--- src/rtl/alarm_pkg.sv ---
// alarm_pkg
//   Shared constants for the home-alarm sequencer: state codes, the default
//   interval lengths (in ticks) and the default interval counter width.
package alarm_pkg;

   localparam int ALARM_CW            = 8;
   localparam int EXIT_TICKS_DEFAULT  = 30;
   localparam int ENTRY_TICKS_DEFAULT = 15;
   localparam int SIREN_TICKS_DEFAULT = 180;

   localparam logic [2:0] ST_DISARMED    = 3'd0;
   localparam logic [2:0] ST_EXIT_DELAY  = 3'd1;
   localparam logic [2:0] ST_ARMED       = 3'd2;
   localparam logic [2:0] ST_ENTRY_DELAY = 3'd3;
   localparam logic [2:0] ST_ALARM       = 3'd4;

endpackage

--- src/rtl/alarm_sequencer_if.sv ---
// alarm_sequencer_if
//   Groups the sequencer's event inputs and indicator outputs.
//   master : keypad/sensor side, drives tick, arm, disarm, sensor, instant, panic
//   slave  : the sequencer, drives state_o, siren, armed_led, beep, remaining
interface alarm_sequencer_if #(
   parameter int CW = 8
);
   logic          tick;
   logic          arm;
   logic          disarm;
   logic          sensor;
   logic          instant;
   logic          panic;
   logic [2:0]    state_o;
   logic          siren;
   logic          armed_led;
   logic          beep;
   logic [CW-1:0] remaining;

   modport master (
      output tick, arm, disarm, sensor, instant, panic,
      input  state_o, siren, armed_led, beep, remaining
   );

   modport slave (
      input  tick, arm, disarm, sensor, instant, panic,
      output state_o, siren, armed_led, beep, remaining
   );
endinterface

--- src/rtl/interval_counter.sv ---
// interval_counter
//   Reloadable tick down-counter shared by every timed alarm interval.
//   clkSignal, RST    : clock, async active-high reset
//   load_i/load_value_i : load has priority; a tick in the load cycle is ignored
//   tick_i            : decrement strobe, saturates at 0
//   count_o           : current count
//   expire_o          : terminal count, tick while count==1
module interval_counter #(
   parameter int CW = 8
) (
   input  logic          clkSignal,
   input  logic          RST,
   input  logic          load_i,
   input  logic [CW-1:0] load_value_i,
   input  logic          tick_i,
   output logic [CW-1:0] count_o,
   output logic          expire_o
);

   logic [CW-1:0] count_q;
   logic [CW-1:0] count_d;

   always_comb begin
      count_d = count_q;
      if (load_i) begin
         count_d = load_value_i;
      end else if (tick_i && (count_q != '0)) begin
         count_d = count_q - 1'b1;
      end
   end

   always_ff @(posedge clkSignal or posedge RST) begin
      if (RST) begin
         count_q <= '0;
      end else begin
         count_q <= count_d;
      end
   end

   assign count_o  = count_q;
   assign expire_o = tick_i && (count_q == CW'(1));

endmodule

--- src/rtl/alarm_sequencer.sv ---
// alarm_sequencer
//   Central state machine of the home-alarm module: exit delay, entry delay
//   and siren duration, all timed from one interval_counter.
//   clkSignal, RST : clock, async active-high reset
//   sq_if (slave)  : tick/arm/disarm/panic strobes, sensor/instant levels in;
//                    state_o, siren, armed_led, beep, remaining out (registered)
//
//   state          | meaning
//   DISARMED    0  | idle, waiting for arm
//   EXIT_DELAY  1  | arming, occupants leaving, beeper on
//   ARMED       2  | watching zones
//   ENTRY_DELAY 3  | door opened, waiting for disarm, beeper on
//   ALARM       4  | siren sounding, auto-rearm on expiry
//   5..7           | illegal, forced back to DISARMED
module alarm_sequencer
   import alarm_pkg::*;
#(
   parameter int CW          = ALARM_CW,
   parameter int EXIT_TICKS  = EXIT_TICKS_DEFAULT,
   parameter int ENTRY_TICKS = ENTRY_TICKS_DEFAULT,
   parameter int SIREN_TICKS = SIREN_TICKS_DEFAULT
) (
   input  logic              clkSignal,
   input  logic              RST,
   alarm_sequencer_if.slave  sq_if
);

   if (EXIT_TICKS < 1 || EXIT_TICKS > (1 << CW) - 1) begin : g_bad_exit
      $error("alarm_sequencer: EXIT_TICKS out of range");
   end
   if (ENTRY_TICKS < 1 || ENTRY_TICKS > (1 << CW) - 1) begin : g_bad_entry
      $error("alarm_sequencer: ENTRY_TICKS out of range");
   end
   if (SIREN_TICKS < 1 || SIREN_TICKS > (1 << CW) - 1) begin : g_bad_siren
      $error("alarm_sequencer: SIREN_TICKS out of range");
   end

   logic [2:0]    state_q, state_d;
   logic          siren_q, siren_d;
   logic          led_q, led_d;
   logic          beep_q, beep_d;
   logic          load;
   logic [CW-1:0] load_value;
   logic [CW-1:0] count;
   logic          expire;
   logic          count_tick;

   interval_counter #(.CW(CW)) u_interval_counter (
      .clkSignal    (clkSignal),
      .RST          (RST),
      .load_i       (load),
      .load_value_i (load_value),
      .tick_i       (sq_if.tick),
      .count_o      (count),
      .expire_o     (expire)
   );

   // Every event that fires also reloads the counter, including panic while
   // already in ALARM, which restarts the siren interval.
   always_comb begin
      state_d = state_q;
      load    = 1'b0;
      case (state_q)
         ST_DISARMED, ST_EXIT_DELAY, ST_ARMED, ST_ENTRY_DELAY, ST_ALARM: begin
            if (sq_if.disarm) begin
               state_d = ST_DISARMED;
               load    = 1'b1;
            end else if (sq_if.panic) begin
               state_d = ST_ALARM;
               load    = 1'b1;
            end else if (sq_if.instant &&
                         (state_q == ST_ARMED || state_q == ST_ENTRY_DELAY)) begin
               state_d = ST_ALARM;
               load    = 1'b1;
            end else if (expire && state_q == ST_EXIT_DELAY) begin
               state_d = ST_ARMED;
               load    = 1'b1;
            end else if (expire && state_q == ST_ENTRY_DELAY) begin
               state_d = ST_ALARM;
               load    = 1'b1;
            end else if (expire && state_q == ST_ALARM) begin
               state_d = ST_ARMED;
               load    = 1'b1;
            end else if (sq_if.sensor && state_q == ST_ARMED) begin
               state_d = ST_ENTRY_DELAY;
               load    = 1'b1;
            end else if (sq_if.arm && state_q == ST_DISARMED) begin
               state_d = ST_EXIT_DELAY;
               load    = 1'b1;
            end
         end
         default: begin
            state_d = ST_DISARMED;
            load    = 1'b1;
         end
      endcase
   end

   always_comb begin
      case (state_d)
         ST_EXIT_DELAY:  load_value = CW'(EXIT_TICKS);
         ST_ENTRY_DELAY: load_value = CW'(ENTRY_TICKS);
         ST_ALARM:       load_value = CW'(SIREN_TICKS);
         default:        load_value = '0;
      endcase
   end

   // Outputs are computed from the next state so the registers show the
   // state being entered on the same edge.
   assign count_tick = sq_if.tick && !load &&
                       (state_q == ST_EXIT_DELAY || state_q == ST_ENTRY_DELAY);

   always_comb begin
      siren_d = (state_d == ST_ALARM);
      led_d   = (state_d == ST_ARMED) || (state_d == ST_ENTRY_DELAY) ||
                (state_d == ST_ALARM);
      beep_d  = beep_q;
      if (load) begin
         beep_d = 1'b0;
      end else if (count_tick) begin
         beep_d = ~beep_q;
      end
   end

   always_ff @(posedge clkSignal or posedge RST) begin
      if (RST) begin
         state_q <= ST_DISARMED;
         siren_q <= 1'b0;
         led_q   <= 1'b0;
         beep_q  <= 1'b0;
      end else begin
         state_q <= state_d;
         siren_q <= siren_d;
         led_q   <= led_d;
         beep_q  <= beep_d;
      end
   end

   assign sq_if.state_o   = state_q;
   assign sq_if.siren     = siren_q;
   assign sq_if.armed_led = led_q;
   assign sq_if.beep      = beep_q;
   assign sq_if.remaining = count;

endmodule
--- src/flat_wrapper.sv ---
// flat-port wrapper written by rule: the top's interface ports become plain ports
module alarm_sequencer_flat import alarm_pkg::*;
#(
   parameter int CW          = ALARM_CW,
   parameter int EXIT_TICKS  = EXIT_TICKS_DEFAULT,
   parameter int ENTRY_TICKS = ENTRY_TICKS_DEFAULT,
   parameter int SIREN_TICKS = SIREN_TICKS_DEFAULT
)
  (clkSignal, RST, sq_if_tick, sq_if_arm, sq_if_disarm, sq_if_sensor, sq_if_instant, sq_if_panic, sq_if_state_o, sq_if_siren, sq_if_armed_led, sq_if_beep, sq_if_remaining);
  alarm_sequencer_if #(.CW(CW)) sq_if_i ();
  input  logic clkSignal;
  input  logic RST;
  input wire logic [$bits(sq_if_i.tick)-1:0] sq_if_tick;
  input wire logic [$bits(sq_if_i.arm)-1:0] sq_if_arm;
  input wire logic [$bits(sq_if_i.disarm)-1:0] sq_if_disarm;
  input wire logic [$bits(sq_if_i.sensor)-1:0] sq_if_sensor;
  input wire logic [$bits(sq_if_i.instant)-1:0] sq_if_instant;
  input wire logic [$bits(sq_if_i.panic)-1:0] sq_if_panic;
  output wire logic [$bits(sq_if_i.state_o)-1:0] sq_if_state_o;
  output wire logic [$bits(sq_if_i.siren)-1:0] sq_if_siren;
  output wire logic [$bits(sq_if_i.armed_led)-1:0] sq_if_armed_led;
  output wire logic [$bits(sq_if_i.beep)-1:0] sq_if_beep;
  output wire logic [$bits(sq_if_i.remaining)-1:0] sq_if_remaining;
  assign sq_if_i.tick = sq_if_tick;
  assign sq_if_i.arm = sq_if_arm;
  assign sq_if_i.disarm = sq_if_disarm;
  assign sq_if_i.sensor = sq_if_sensor;
  assign sq_if_i.instant = sq_if_instant;
  assign sq_if_i.panic = sq_if_panic;
  assign sq_if_state_o = sq_if_i.state_o;
  assign sq_if_siren = sq_if_i.siren;
  assign sq_if_armed_led = sq_if_i.armed_led;
  assign sq_if_beep = sq_if_i.beep;
  assign sq_if_remaining = sq_if_i.remaining;
  alarm_sequencer #(.CW(CW), .EXIT_TICKS(EXIT_TICKS), .ENTRY_TICKS(ENTRY_TICKS), .SIREN_TICKS(SIREN_TICKS)) u_core (.clkSignal(clkSignal), .RST(RST), .sq_if(sq_if_i));
endmodule
--- config.mk ---
export PLATFORM = sky130hd
export DESIGN_NAME = alarm_sequencer_flat
export DESIGN_NICKNAME = d
export VERILOG_FILES = /design/src/rtl/alarm_pkg.sv /design/src/rtl/alarm_sequencer_if.sv /design/src/rtl/interval_counter.sv /design/src/rtl/alarm_sequencer.sv /design/src/flat_wrapper.sv
export SDC_FILE = /design/constraint.sdc
export NUM_CORES = 1
export LEC_CHECK = 0
export ABC_AREA = 1
export CAP_MARGIN = 10
export CORE_MARGIN = 1
export CORE_UTILIZATION = 51
export CTS_BUF_LIST = sky130_fd_sc_hd__clkbuf_4
export CTS_CLUSTER_DIAMETER = 60
export DETAILED_ROUTE_END_ITERATION = 12
export PLACE_DENSITY = 0.81
export SLEW_MARGIN = 10
export SYNTH_ARGS = -nofsm -noshare
export SYNTH_HDL_FRONTEND = slang
export SYNTH_SLANG_ARGS = --single-unit
--- constraint.sdc ---
create_clock -name clkSignal -period 1.87 [get_ports clkSignal]
set_input_delay 0.2805 -clock clkSignal [delete_from_list [all_inputs] [get_ports clkSignal]]
set_output_delay 0.2805 -clock clkSignal [all_outputs]
set_load 0.02 [all_outputs]
; ---- After elaboration in Yosys (flattened, before gate mapping)
; Index checks and enable logic that the tools add are counted.
[totals]
ff_bits = 14
word_cells = 59
[classes]
n_addsub = 1
eq_ne = 9
muxes = 23
bitwise_logic = 1
reduce_logical = 20
[op_table]
columns = cell, count
row1 = two-way mux 3 bit, 9
row2 = case mux 8 bit (3 select lines), 1
row3 = two-way mux 8 bit, 2
row4 = equality test 3 x 2 -> 1 bit (second input constant), 4
row5 = two-way mux 1 bit, 11
row6 = logical AND 1 bit, 10
row7 = equality test 8 x 1 -> 1 bit (second input constant), 1
row8 = nonzero test 8 bit, 1
row9 = subtractor 8 x 1 -> 8 bit (second input constant), 1
row10 = equality test 3 x 1 -> 1 bit (second input constant), 2
row11 = equality test 3 bit (second input constant), 2
row12 = OR reduction 5 bit, 1
row13 = logical OR 1 bit, 4
row14 = nonzero test 2 bit, 2
row15 = zero test 3 bit, 1
row16 = zero test 1 bit, 1
row17 = NOT 1 bit, 1

; ---- Logic depth before layout (Yosys ltp)
[logic_depth]
depth_word = 16
mapped_depth = 13
depth_no_buf = 13

; ---- Hierarchy
; From an unflattened synthesis, not the netlist that was laid out.
[unflattened]
cells_unflattened = 143
hier_area_um2 = 1032.2
[by_module_without_submodules]
columns = module, n_inst, cells_each, area_per_inst_um2
row1 = interval_counter, 1, 87, 611.8
row2 = alarm_sequencer, 1, 56, 420.4

; ---- Least setup slack after synthesis
; No wires, ideal clock.
[synth_timing]
path_kind = reg2reg
from = register u_core.u_interval_counter.count_q[1] (netlist: u_core.u_interval_counter.count_o[1])
to = register u_core.u_interval_counter.count_q[2] (netlist: u_core.u_interval_counter.count_o[2])
t_arrival_ns = 1.516
t_required_ns = 1.757
setup_slack_ns = 0.241
stages_incl_launch_ff = 13
path_buffers = 0
period_less_slack_ns = 1.629
cell_sequence = dfrtp_1 -> inv_1 -> ha_1 -> nand2_1 -> inv_1 -> nand2_1 -> nor2_2 -> nand2_2 -> nand2_4 -> o21bai_1 -> nand3_1 -> nand2_1 -> inv_1
[synth_between]
elab_chain_cells = 13
word_cells_on_any_way = 29
classes_between = add/sub (1) / eq/ne (4) / mux (17) / reduce/logical (7)
[synth_lines]
columns = element, line_no
row1 = start: declaration, interval_counter.sv:20  ; logic [CW-1:0] count_q;
row2 = start signal: assignment, interval_counter.sv:36  ; count_q <= count_d;
row3 = equality test 8 x 1 -> 1 bit, interval_counter.sv:41  ; assign expire_o = tick_i && (count_q == CW'(1));
row4 = logical AND 1 bit, interval_counter.sv:41
row5 = logical AND 1 bit, alarm_sequencer.sv:81  ; end else if (expire && state_q == ST_ALARM) begin
row6 = two-way mux 3 bit, alarm_sequencer.sv:81
row7 = two-way mux 3 bit, alarm_sequencer.sv:78  ; end else if (expire && state_q == ST_ENTRY_DELAY) begin
row8 = two-way mux 3 bit, alarm_sequencer.sv:75  ; end else if (expire && state_q == ST_EXIT_DELAY) begin
row9 = two-way mux 3 bit, alarm_sequencer.sv:71  ; end else if (sq_if.instant &&
row10 = two-way mux 3 bit, alarm_sequencer.sv:68  ; end else if (sq_if.panic) begin
row11 = two-way mux 3 bit, alarm_sequencer.sv:65  ; if (sq_if.disarm) begin
row12 = two-way mux 3 bit, alarm_sequencer.sv:63  ; case (state_q)
row13 = "equality test 3 bit, or another cell as far along", alarm_sequencer.sv:100  ; case (state_d)
row14 = case mux 8 bit (3 select lines), alarm_sequencer.sv:100
row15 = two-way mux 8 bit, interval_counter.sv:25  ; if (load_i) begin
; Several ways; a longest one is shown, not always the timed one. The select of a mux whose other input is x is not followed.
; A chain may end at the register's enable or synchronous reset.

; ---- Final worst setup path
; Same ends and word-level chain as after synthesis.

==> impl_metrics.toml <==
[floorplan]
core_sq_um = 1760
rows = 15
num_io_pins = 22
die-width_um = 45.6
die_y_um = 45.6
dieArea_sq_um = 2080
start_util_pct = 55.0

[clock_tree]
clockBufferDepth = 2
cts_resized = 0
cts_setup_buffers = 0
cts-htree-levels = 1
hold_buffers = 0
cts_sinks = 14
root_buffer = "clkbuf_4"
cts_tree = "built"
clk_latency_ns = 0.28
cts_buffers = 3
clk_pin_slew_ns = 0.09

[layout]
antenna_cells = 0
drive_above_1_share_pct = 17.3
regArea_sq_um = 350
area_growth_pct = 28.7
stdcell_count = 175
fillCellCount = 162
nets = 163
multi_input_area_sq_um = 534

[critical_path]
crit_required_ns = 2.04
worst_setup_path_end_kind = "flop"
critPathMaxFanout = 5
arrival_ns = 1.94
cp-start-kind = "flop"
path_class = "reg2reg"

[detailed_routing]
vias = 884
drt_iter0_drc = 32
drc = 0
wl_per_cell_um = 12.0
routed_wl_mm = 2.10
viasPerCell = 5.05
drtPass1Iterations = 4
ant_nets = 0

[synthesis]
synthArstFlopShare_pct = 100
ys_warn_count = 0
syn_area_sq_um = 971
yosys.cell_count.top_type = "nand2_1"
yosys-top-cells-area = "dfrtp_1, nand2_1, inv_1"
synth-edff-count = 0
synth_top_cell_by_area = "dfrtp_1"
synth_top_area_share_pct = 36.1
ys_ff_latch = 14
syn-instance-count = 124
synthTopCellsByCount = "nand2_1, inv_1, dfrtp_1"
synth_seq_area_share_pct = 36.1
synth-main-ff-cell = "dfrtp_1"
ys_types = 26
syn_nets = 135
syn-mean-instance-area_sq_um = 7.83

[place]
dpl.cell_count = 172
portBuffers = 21
hpwl_mm = 1.66
gp_congestion = 0.941

[grt]
grt_usage_pct = 22.9
grt-ovfl-total = 0
grt_pass1_wl_mm = 3.33
grt_max_degree = 15
antenna_found_initial = 0
grt_pass1_vias = 824

[timing]
setup_viol = 0
maxSlewHeadroom_pct = 63.0
hold_viol_final = 0
max_freq_mhz = 568
skew_ns = 0.00819
post-route-period-util_pct = 94.2
finalMaxSlewViolations = 0
min_period_ns = 1.76
rsz0062_at_grt = "false"
tns_ns = 0
tightest_slew_ns = 0.555

[run]
cap_violations = 0

[power]
p_sw_share_pct = 36.7
p_per_area_nw_per_um2 = 660
p_leak_nw = 0.626
internal_power_w = 0.000522
p_clk_share_pct = 20.9
pwr-share-seq_pct = 43.5
ir_drop_v = 0.000537
comb_power_share_pct = 35.5
p_switching_w = 0.000303

[outcome]
outcome = "completed"

[min_path]
hp-class = "in2async"
[critical path, stage by stage (launching register included)]
cell      delay [ns]
dfrtp_1         0.42
inv_1           0.15
ha_1            0.17
nand2_1         0.06
inv_1           0.05
nand2_1         0.05
nor2_2          0.11
nand2_2         0.11
nand2_4         0.13
o21bai_1        0.14
nand3_1         0.11
nand2_1         0.10
inv_1           0.04
[kinds of logic (layout without fill, tap and decap cells)]
group                    after synthesis  after routing  synth area share (%)
AO/OA/AOI/OAI                         13             13                  8.64
adder cells (fa/ha/maj)                3              3                  3.87
flip-flops                            14             14                  36.1
XOR/XNOR                               4              4                  3.61
AND/OR/NAND/NOR                       67             67                  38.9
buffers and inverters                 23             49                  8.89
[metrics by stage]
stage | setup WS (ns) | util (%) | power [W] | hold slack (ns) | cell area [sq um]
after floorplan | 0.241 | - | 0.000547 | 0.170 | 971
after global placement | 0.0946 | 69.6 | 0.000652 | 0.534 | 1230
after detailed placement | 0.0416 | 69.6 | 0.000655 | 0.546 | 1230
after CTS | 0.132 | 70.9 | 0.000827 | 0.354 | 1250
after global routing | 0.00198 | 70.9 | 0.000877 | 0.379 | 1250
final | 0.109 | 70.9 | 0.000825 | 0.338 | 1250
[power groups by stage]
stage / Sequential [W] / Combinational [W] / Clock [W]
after floorplan: 0.000391 / 0.000156 / 0
after global placement: 0.000364 / 0.000288 / 0
after detailed placement: 0.000365 / 0.000290 / 0
after CTS: 0.000358 / 0.000293 / 0.000175
after global routing: 0.000362 / 0.000321 / 0.000194
final: 0.000359 / 0.000293 / 0.000172
[per-layer routing]
metal / vias to the layer above / wire [um] / share of wire (%) / global-route usage (%)
li1: 447 / - / - / -
met1: 410 / 1020 / 48 / 30.0
met2: 20 / 964 / 46 / 35.7
met3: 7 / 90 / 4.3 / 5.95
met4: 0 / 28 / 1.3 / 9.09
met5: - / 0 / 0 / 0
[final cells by class]
cell class	count	share of cell area, %
clock buffer	3	1.80
inverter	23	6.91
multi-input combinational	87	42.7
sequential	14	28.0
tap	25	2.50
timing repair buffer	23	18.0
[state kept, by name, summed over array words and instances, names as in the netlist]
register / flops
u_core.sq_if.state_o: 3
u_core.u_interval_counter.count_o: 8
u_core.sq_if.beep: 1
u_core.sq_if.armed_led: 1
u_core.sq_if.siren: 1
[path summary, 6_finish.rpt]
kind | start | endpoint | slack, ns | depth (start not counted)
max | u_core.u_interval_counter.count_o[1]$_DFFE_PP0P_ | u_core.u_interval_counter.count_o[2]$_DFFE_PP0P_ | 0.11 | 12
min | RST | u_core.sq_if.state_o[1]$_DFF_PP0_ | 0.34 | 2
max reg2reg | u_core.u_interval_counter.count_o[1]$_DFFE_PP0P_ | u_core.u_interval_counter.count_o[2]$_DFFE_PP0P_ | 0.11 | 12
min reg2reg | u_core.u_interval_counter.count_o[7]$_DFFE_PP0P_ | u_core.u_interval_counter.count_o[7]$_DFFE_PP0P_ | 0.56 | 2
max in group asynchronous | RST | u_core.u_interval_counter.count_o[5]$_DFFE_PP0P_ | 1.16 | 2
min in group clkSignal | u_core.u_interval_counter.count_o[7]$_DFFE_PP0P_ | u_core.u_interval_counter.count_o[7]$_DFFE_PP0P_ | 0.56 | 2
[layout by cell type, fill, tap and decap left out]
cell	instances
a21oi_1	2
a22oi_1	1
a22oi_2	1
buf_4	2
clkbuf_4	3
clkdlybuf4s50_1	21
clkinv_1	1
dfrtp_1	14
ha_1	3
inv_1	18
inv_2	4
nand2_1	27
nand2_2	3
nand2_4	1
nand3_1	10
nand3_2	2
nand3_4	1
nand4_1	3
nor2_1	10
nor2_2	3
nor2_4	3
nor2_8	2
nor3_1	2
o21ai_0	2
o21ai_1	4
o21ai_2	1
o21bai_1	1
o31ai_1	1
xor2_1	4
Power figures use the tool's default switching activity.
